## src/rtl/operand_debouncer.sv

```systemverilog
`default_nettype none
// ============================================================================
//  Module   : operand_debouncer
//  Purpose  : Debounces an 8-bit raw switch vector into two registered 4-bit
//             operands. The switches are first brought into the clock domain
//             by a two-flop synchronizer. A new value is accepted only after
//             the synchronized vector has held for STABLE_CYCLES consecutive
//             cycles. Any bounce during settling restarts the count.
//
//  Ports    : clock    in   1  system clock (rising edge)
//             reset    in   1  synchronous, active-high reset
//             sw       in   8  raw asynchronous switches; [3:0]=A, [7:4]=B
//             A        out  4  debounced operand A (registered)
//             B        out  4  debounced operand B (registered)
//             busy     out  1  high while a candidate value is settling
//             changed  out  1  one-cycle pulse when {B,A} takes a new value
//
//  Parameter: STABLE_CYCLES  settle length in cycles, legal range 2..65535
//
//  Build    : define OPERAND_DEBOUNCE_PULSE_EN to enable the changed pulse.
//             Without it, changed is tied low and its register is not built.
//
//  Revision : 1.0  initial release
// ============================================================================
module operand_debouncer #(
    parameter int STABLE_CYCLES = 16
) (
    input  logic       clock,
    input  logic       reset,
    input  logic [7:0] sw,
    output logic [3:0] A,
    output logic [3:0] B,
    output logic       busy,
    output logic       changed
);

    // ------------------------------------------------------------------------
    // Constants
    // ------------------------------------------------------------------------
    // The counter only has to reach STABLE_CYCLES-1, so clog2(STABLE_CYCLES)
    // bits are enough. With STABLE_CYCLES >= 2 the width is always >= 1.
    localparam int                 c_CNT_W   = $clog2(STABLE_CYCLES);
    localparam logic [c_CNT_W-1:0] c_CNT_MAX = c_CNT_W'(STABLE_CYCLES - 1);

    // ------------------------------------------------------------------------
    // State encoding
    // ------------------------------------------------------------------------
    typedef enum logic [0:0] {
        ST_STABLE = 1'b0,
        ST_SETTLE = 1'b1
    } state_t;

    // ------------------------------------------------------------------------
    // Registers
    // ------------------------------------------------------------------------
    logic [7:0]         r_s1;       // synchronizer stage 1 (may be metastable)
    logic [7:0]         r_s2;       // synchronizer stage 2, only stage used
    logic [7:0]         r_cand;     // value currently being qualified
    logic [c_CNT_W-1:0] r_cnt;      // consecutive cycles r_s2 has matched r_cand
    logic [7:0]         r_ops;      // accepted operands, {B, A}
    state_t             r_state;

    // ------------------------------------------------------------------------
    // Next-state wires
    // ------------------------------------------------------------------------
    state_t             w_state_nxt;
    logic [7:0]         w_cand_nxt;
    logic [c_CNT_W-1:0] w_cnt_nxt;
    logic [7:0]         w_ops_nxt;

    // ------------------------------------------------------------------------
    // Two-flop synchronizer
    // ------------------------------------------------------------------------
    always_ff @(posedge clock) begin
        if (reset) begin
            r_s1 <= 8'h00;
            r_s2 <= 8'h00;
        end else begin
            r_s1 <= sw;
            r_s2 <= r_s1;
        end
    end

    // ------------------------------------------------------------------------
    // State register and datapath registers
    // ------------------------------------------------------------------------
    always_ff @(posedge clock) begin
        if (reset) begin
            r_state <= ST_STABLE;
            r_cand  <= 8'h00;
            r_cnt   <= '0;
            r_ops   <= 8'h00;
        end else begin
            r_state <= w_state_nxt;
            r_cand  <= w_cand_nxt;
            r_cnt   <= w_cnt_nxt;
            r_ops   <= w_ops_nxt;
        end
    end

    // ------------------------------------------------------------------------
    // Next-state logic
    // ------------------------------------------------------------------------
    always_comb begin
        w_state_nxt = r_state;
        w_cand_nxt  = r_cand;
        w_cnt_nxt   = r_cnt;
        w_ops_nxt   = r_ops;

        case (r_state)
            ST_STABLE: begin
                // A difference from the accepted value starts a new settle
                // window with the synchronized vector as the candidate.
                if (r_s2 != r_ops) begin
                    w_cand_nxt  = r_s2;
                    w_cnt_nxt   = '0;
                    w_state_nxt = ST_SETTLE;
                end
            end

            ST_SETTLE: begin
                if (r_s2 != r_cand) begin
                    // Bounce: follow the new value and start counting again.
                    // A bounce back to the accepted value is qualified like
                    // any other, and its acceptance leaves {B,A} unchanged.
                    w_cand_nxt = r_s2;
                    w_cnt_nxt  = '0;
                end else if (r_cnt == c_CNT_MAX) begin
                    // Both nibbles are loaded from one register in one edge,
                    // so A and B can never update separately.
                    w_ops_nxt   = r_cand;
                    w_state_nxt = ST_STABLE;
                end else begin
                    // Saturates at c_CNT_MAX via the branch above; never wraps.
                    w_cnt_nxt = r_cnt + c_CNT_W'(1);
                end
            end

            default: begin
                w_state_nxt = ST_STABLE;
            end
        endcase
    end

    // ------------------------------------------------------------------------
    // Outputs
    // ------------------------------------------------------------------------
    assign A    = r_ops[3:0];
    assign B    = r_ops[7:4];

    // Pure decode of the state register: no combinational path from sw.
    assign busy = (r_state == ST_SETTLE);

`ifdef OPERAND_DEBOUNCE_PULSE_EN
    // r_ops only changes on an acceptance edge, so a difference between its
    // next and current value marks exactly an acceptance of a new value.
    logic r_changed;
    logic w_changed_nxt;

    assign w_changed_nxt = (w_ops_nxt != r_ops);

    always_ff @(posedge clock) begin
        if (reset) begin
            r_changed <= 1'b0;
        end else begin
            r_changed <= w_changed_nxt;
        end
    end

    assign changed = r_changed;
`else
    assign changed = 1'b0;
`endif

endmodule
`default_nettype wire

```

## config.mk

```make
export PLATFORM = sky130hd
export DESIGN_NAME = operand_debouncer
export DESIGN_NICKNAME = d
export VERILOG_FILES = /design/src/rtl/operand_debouncer.sv
export SDC_FILE = /design/constraint.sdc
export NUM_CORES = 1
export LEC_CHECK = 0
export ABC_AREA = 0
export CAP_MARGIN = 5
export CORE_MARGIN = 2
export CORE_UTILIZATION = 45
export DETAILED_ROUTE_END_ITERATION = 16
export HOLD_SLACK_MARGIN = 0.05
export PLACE_DENSITY = 0.68
export SYNTH_ARGS = -nofsm -noshare
export SYNTH_HDL_FRONTEND = slang
export SYNTH_SLANG_ARGS = --single-unit
```

## constraint.sdc

```tcl
create_clock -name clock -period 1.8 [get_ports clock]
set_input_delay 0.27 -clock clock [delete_from_list [all_inputs] [get_ports clock]]
set_output_delay 0.27 -clock clock [all_outputs]
set_load 0.02 [all_outputs]
```

# Yosys cells after proc, flatten, opt, wreduce, memory -nomap -nowiden

Index checks and enable logic that the tools add are counted.

Output and inout bits: 10
Bits of input ports: 10
Flip-flop bits (word level): 37

Reductions and logical operators: 3
Muxes and demuxes: 11
Add/subtract/negate cells: 1
Bitwise logic cells: 2
Equality and inequality tests: 6

Operators with widths:

| operator              | number |
|---|---|
| $mux W8               | 2 |
| $ne A8 B8 Y1          | 2 |
| $pmux W8 S2           | 1 |
| $mux W4               | 3 |
| $pmux W4 S2           | 1 |
| $add A4 B1 Y4 const B | 1 |
| $eq A4 B4 Y1 const B  | 1 |
| $reduce_and A2 Y1     | 2 |
| $mux W1               | 3 |
| $ne A3 B3 Y1 const B  | 1 |
| $reduce_and A3 Y1     | 1 |
| $ne A2 B1 Y1 const B  | 1 |
| $ne A2 B2 Y1 const B  | 1 |
| $not A1 Y1            | 2 |
| $pmux W1 S2           | 1 |

# Depth between registers and ports, before layout

Depth after elaboration: 4
Depth in mapped cells: 6

# Least setup slack after synthesis

Ideal clock, no wire load.

Path type: register to register
From: register r_ops[6]
To: register r_cand[0]
Data arrival time: 1.405 ns
Setup time: 0.126 ns
Cell stages (with the launch flop): 6
Setup slack: 0.269 ns
Period minus slack after synthesis: 1.531 ns
Cell sequence: dfxtp_1 -> xnor2_1 -> nand3_1 -> nor4_4 -> nor2_4 -> mux2i_1

Cells in the longest elaborated chain, start to end: 3

Ends and longest elaborated chain:

| element                            | line | text |
|---|---|---|
| start: declaration                 | 60   | `logic [7:0] r_ops;` |
| start signal: assignment           | 97   | `r_ops <= w_ops_nxt;` |
| $ne A8 B8 Y1                       | 114  | `if (r_s2 != r_ops) begin` |
| $ne A2 B2 Y1 (no source line)      | n/a  |  |
| $reduce_and A2 Y1 (no source line) | n/a  |  |
| end signal: assignment             | 95   | `r_cand <= w_cand_nxt;` |
| end: declaration                   | 58   | `logic [7:0] r_cand;` |

No other way between the ends.
A chain may end at the register's enable or synchronous reset.

# Worst setup path in the final report

From: register r_state, in the netlist busy
To: output port busy

RTL lines:

| element                  | line | text |
|---|---|---|
| start: declaration       | 61   | `state_t r_state;` |
| start signal: assignment | 94   | `r_state <= w_state_nxt;` |
| end: declaration         | 33   | `output logic busy,` |

No word-level cell between the ends.

==> results.toml <==
[outcome]
status = "complete, no violations"

[grt]
grt_start_max_net_pins = 45
track_usage = 0.155
antenna_found_initial = 0
overflow = 0
grt_pass1_wl_um = 4210
grt_pass1_vias = 1007

[setup_path]
cp.depth = 1
cp_slowest_cell = "clkdlybuf4s50_1"
worst_r2r_path_depth = 5
critPathKind = "reg2out"
cp_num_buf_inv = 1
crit_fanout = 3
crit_family = "buffers and inverters"
critPathLaunchType = "register"
crit_path_end_kind = "output pin"
cp.arrival_ps = 1400
worstPathCellList = "clkdlybuf4s50_1"
max_stage_delay_ps = 630
required_ps = 1530

[synth]
netlist_area_sq_um = 1490
avgSynthCellArea_sq_um = 10.4
synth-compound-area-share = 0.0269
synth.area.top_cells = "dfxtp_1, mux2i_1, xnor2_1"
yosys.area_share.adder = 0.00841
yosys.area_share.simple = 0.240
synthCells = 143
synth_top_area_frac = 0.498
muxShareOfSynthArea = 0.108
yosysSeqAreaShare = 0.498
ys_types = 25
ys_ff_latch = 37
yosys.area.top_type = "dfxtp_1"
synthXorXnorAreaFrac = 0.0942
synth_top_family_by_area = "simple AND/OR/NAND/NOR gates"
synth_nets = 154
yosysWarningCount = 0

[power]
leakage_nw = 0.664
power_density_nw_per_um2 = 947
peakVddDrop_mv = 0.504

[min_path]
hold_path.class = "reg2reg"
hold_depth = 1

[route]
antenna_left = 0
routedWlPerCell_um = 11.5
drc_errors = 0
drtPass1Iterations = 4
vias = 1013
vias_per_cell = 4.80
wirelength_um = 2420
drtIter0Drc = 69

[sta]
setup_viol = 0
worst_slack_ps = 131
fin_crit_sh = 0.927
slew_headroom = 0.666
clock.fmax_mhz = 599
rsz0062_at_grt = "no"
fin_setup_tns_ps = 0
worst_slew_pin_slew_ps = 498
clock_skew_ps = 9.23
finalHoldViolations = 0
fin_crit_ps = 1670
drv_slew = 0

[finish]
multi_input_area_sq_um = 713
nets = 177
seq_area_sq_um = 741
area_growth_pct = 23.3
num_antenna_cells = 0
drive_gt1_frac = 0.102
nFillCells = 283

[placement]
hpwl_um = 1730
routabilityCongestion = 0.782
dpl_worst_slack_ps = 171
io_buffers = 18

[clocking]
postCtsHoldBufs = 0
insertion_delay_ps = 340
ctsResizeCount = 0
cts_tree = "done"
cts-buffers-inserted = 5
post_cts_buffers = 0
clk_pin_slew_ps = 120
cts-htree-levels = 2
cts_buffer_depth = 2
cts_sinks = 37
cts_root_buf = "clkbuf_4"

[floorplanning]
die_area_sq_um = 3780
io_pins = 20
placementRows = 20
fp.dieH_um = 61.5
core-area_sq_um = 3100
chipWidth_um = 61.5
initial_utilization = 0.479

[run]
cap_violations = 0
cell type report:
cell class / count / area share
Timing Repair Buffer: 22 / 0.121
Clock inverter: 3 / 0.0355
Multi-Input combinational cell: 100 / 0.389
Clock buffer: 5 / 0.0205
Sequential cell: 37 / 0.404
Tap cell: 44 / 0.0300
metal layers:
layer | up-vias | GRT usage | share of wire
li1 | 517 | - | -
met1 | 471 | 0.171 | 0.44
met2 | 23 | 0.260 | 0.50
met3 | 2 | 0.0630 | 0.046
met4 | 0 | 0.0729 | 0.0066
met5 | - | 0 | 0
placed cells by master (no fill, tap or decap):
cell type | synthesis | final
nand2b_1 | 14 | 14
xor2_1 | 1 | 1
nor3_1 | 3 | 3
nand3b_1 | 1 | 1
mux2i_1 | 16 | 16
dfxtp_1 | 37 | 37
nand4_1 | 2 | 2
clkbuf_4 | 0 | 5
ha_1 | 1 | 1
nor2b_1 | 16 | 16
clkinv_2 | 0 | 1
o21ai_1 | 2 | 2
clkdlybuf4s50_1 | 0 | 18
nor2_1 | 9 | 9
buf_12 | 0 | 1
nor3_2 | 1 | 1
nor4_2 | 1 | 1
nor2_4 | 1 | 1
nand2_1 | 2 | 2
nand3_1 | 5 | 5
or2_2 | 1 | 1
xnor2_1 | 15 | 15
a21oi_1 | 6 | 6
bufinv_16 | 0 | 2
conb_1 | 1 | 1
and3_1 | 1 | 1
nor4_4 | 1 | 1
buf_4 | 1 | 3
cell usage after synthesis, drive strengths merged:
cell    instances
ha              1
nand3b          1
nand2           2
dfxtp          37
nand3           5
xor2            1
o21ai           2
and3            1
a21oi           6
buf             2
clkbuf          4
nor3            4
conb            1
xnor2          15
nand4           2
nor4            2
mux2i          16
or2             1
nor2           10
nor2b          16
nand2b         14
final timing paths:
path / start / slack (ps) / endpoint
setup / recovery: busy / 130 / busy
hold reg to reg: r_s1[6] / 450 / r_s2[6]
hold / removal: r_s1[6] / 450 / r_s2[6]
setup reg to reg: r_s2[2] / 210 / r_cand[6]
state kept, by name, indices dropped and copies added, names as in the netlist:
signal,count
r_s2,8
r_cnt,4
busy,1
r_cand,8
r_s1,8
r_ops,8
where the power goes:
part	internal [mW]	switching [mW]
combinational	0.0856	0.0753
sequential	0.846	0.0211
clock	0.430	0.280
total	1.36	0.376
cells by family (layout without fill, tap and decap cells):
logic type	after synthesis	in the layout
simple gates	58	58
flops	37	37
xor+xnor	16	16
mux	16	16
compound gates	8	8
buf+inv	6	30
fa+ha+maj	1	1
other cells	1	1
stage by stage:
| stage | cell area (sq um) | cells | power, mW | hold slack, ps | utilization |
|---|---|---|---|---|---|
| floorplan | 1490 | 143 | 0.997 | 398 | - |
| global placement | 1730 | 203 | 1.05 | 418 | 0.558 |
| detailed placement | 1730 | 203 | 1.05 | 423 | 0.558 |
| CTS | 1830 | 211 | 1.76 | 449 | 0.591 |
| global route | 1830 | 211 | 1.81 | 454 | 0.591 |
| finish | 1830 | 211 | 1.74 | 446 | 0.591 |
(Power assumes the default switching activity.)
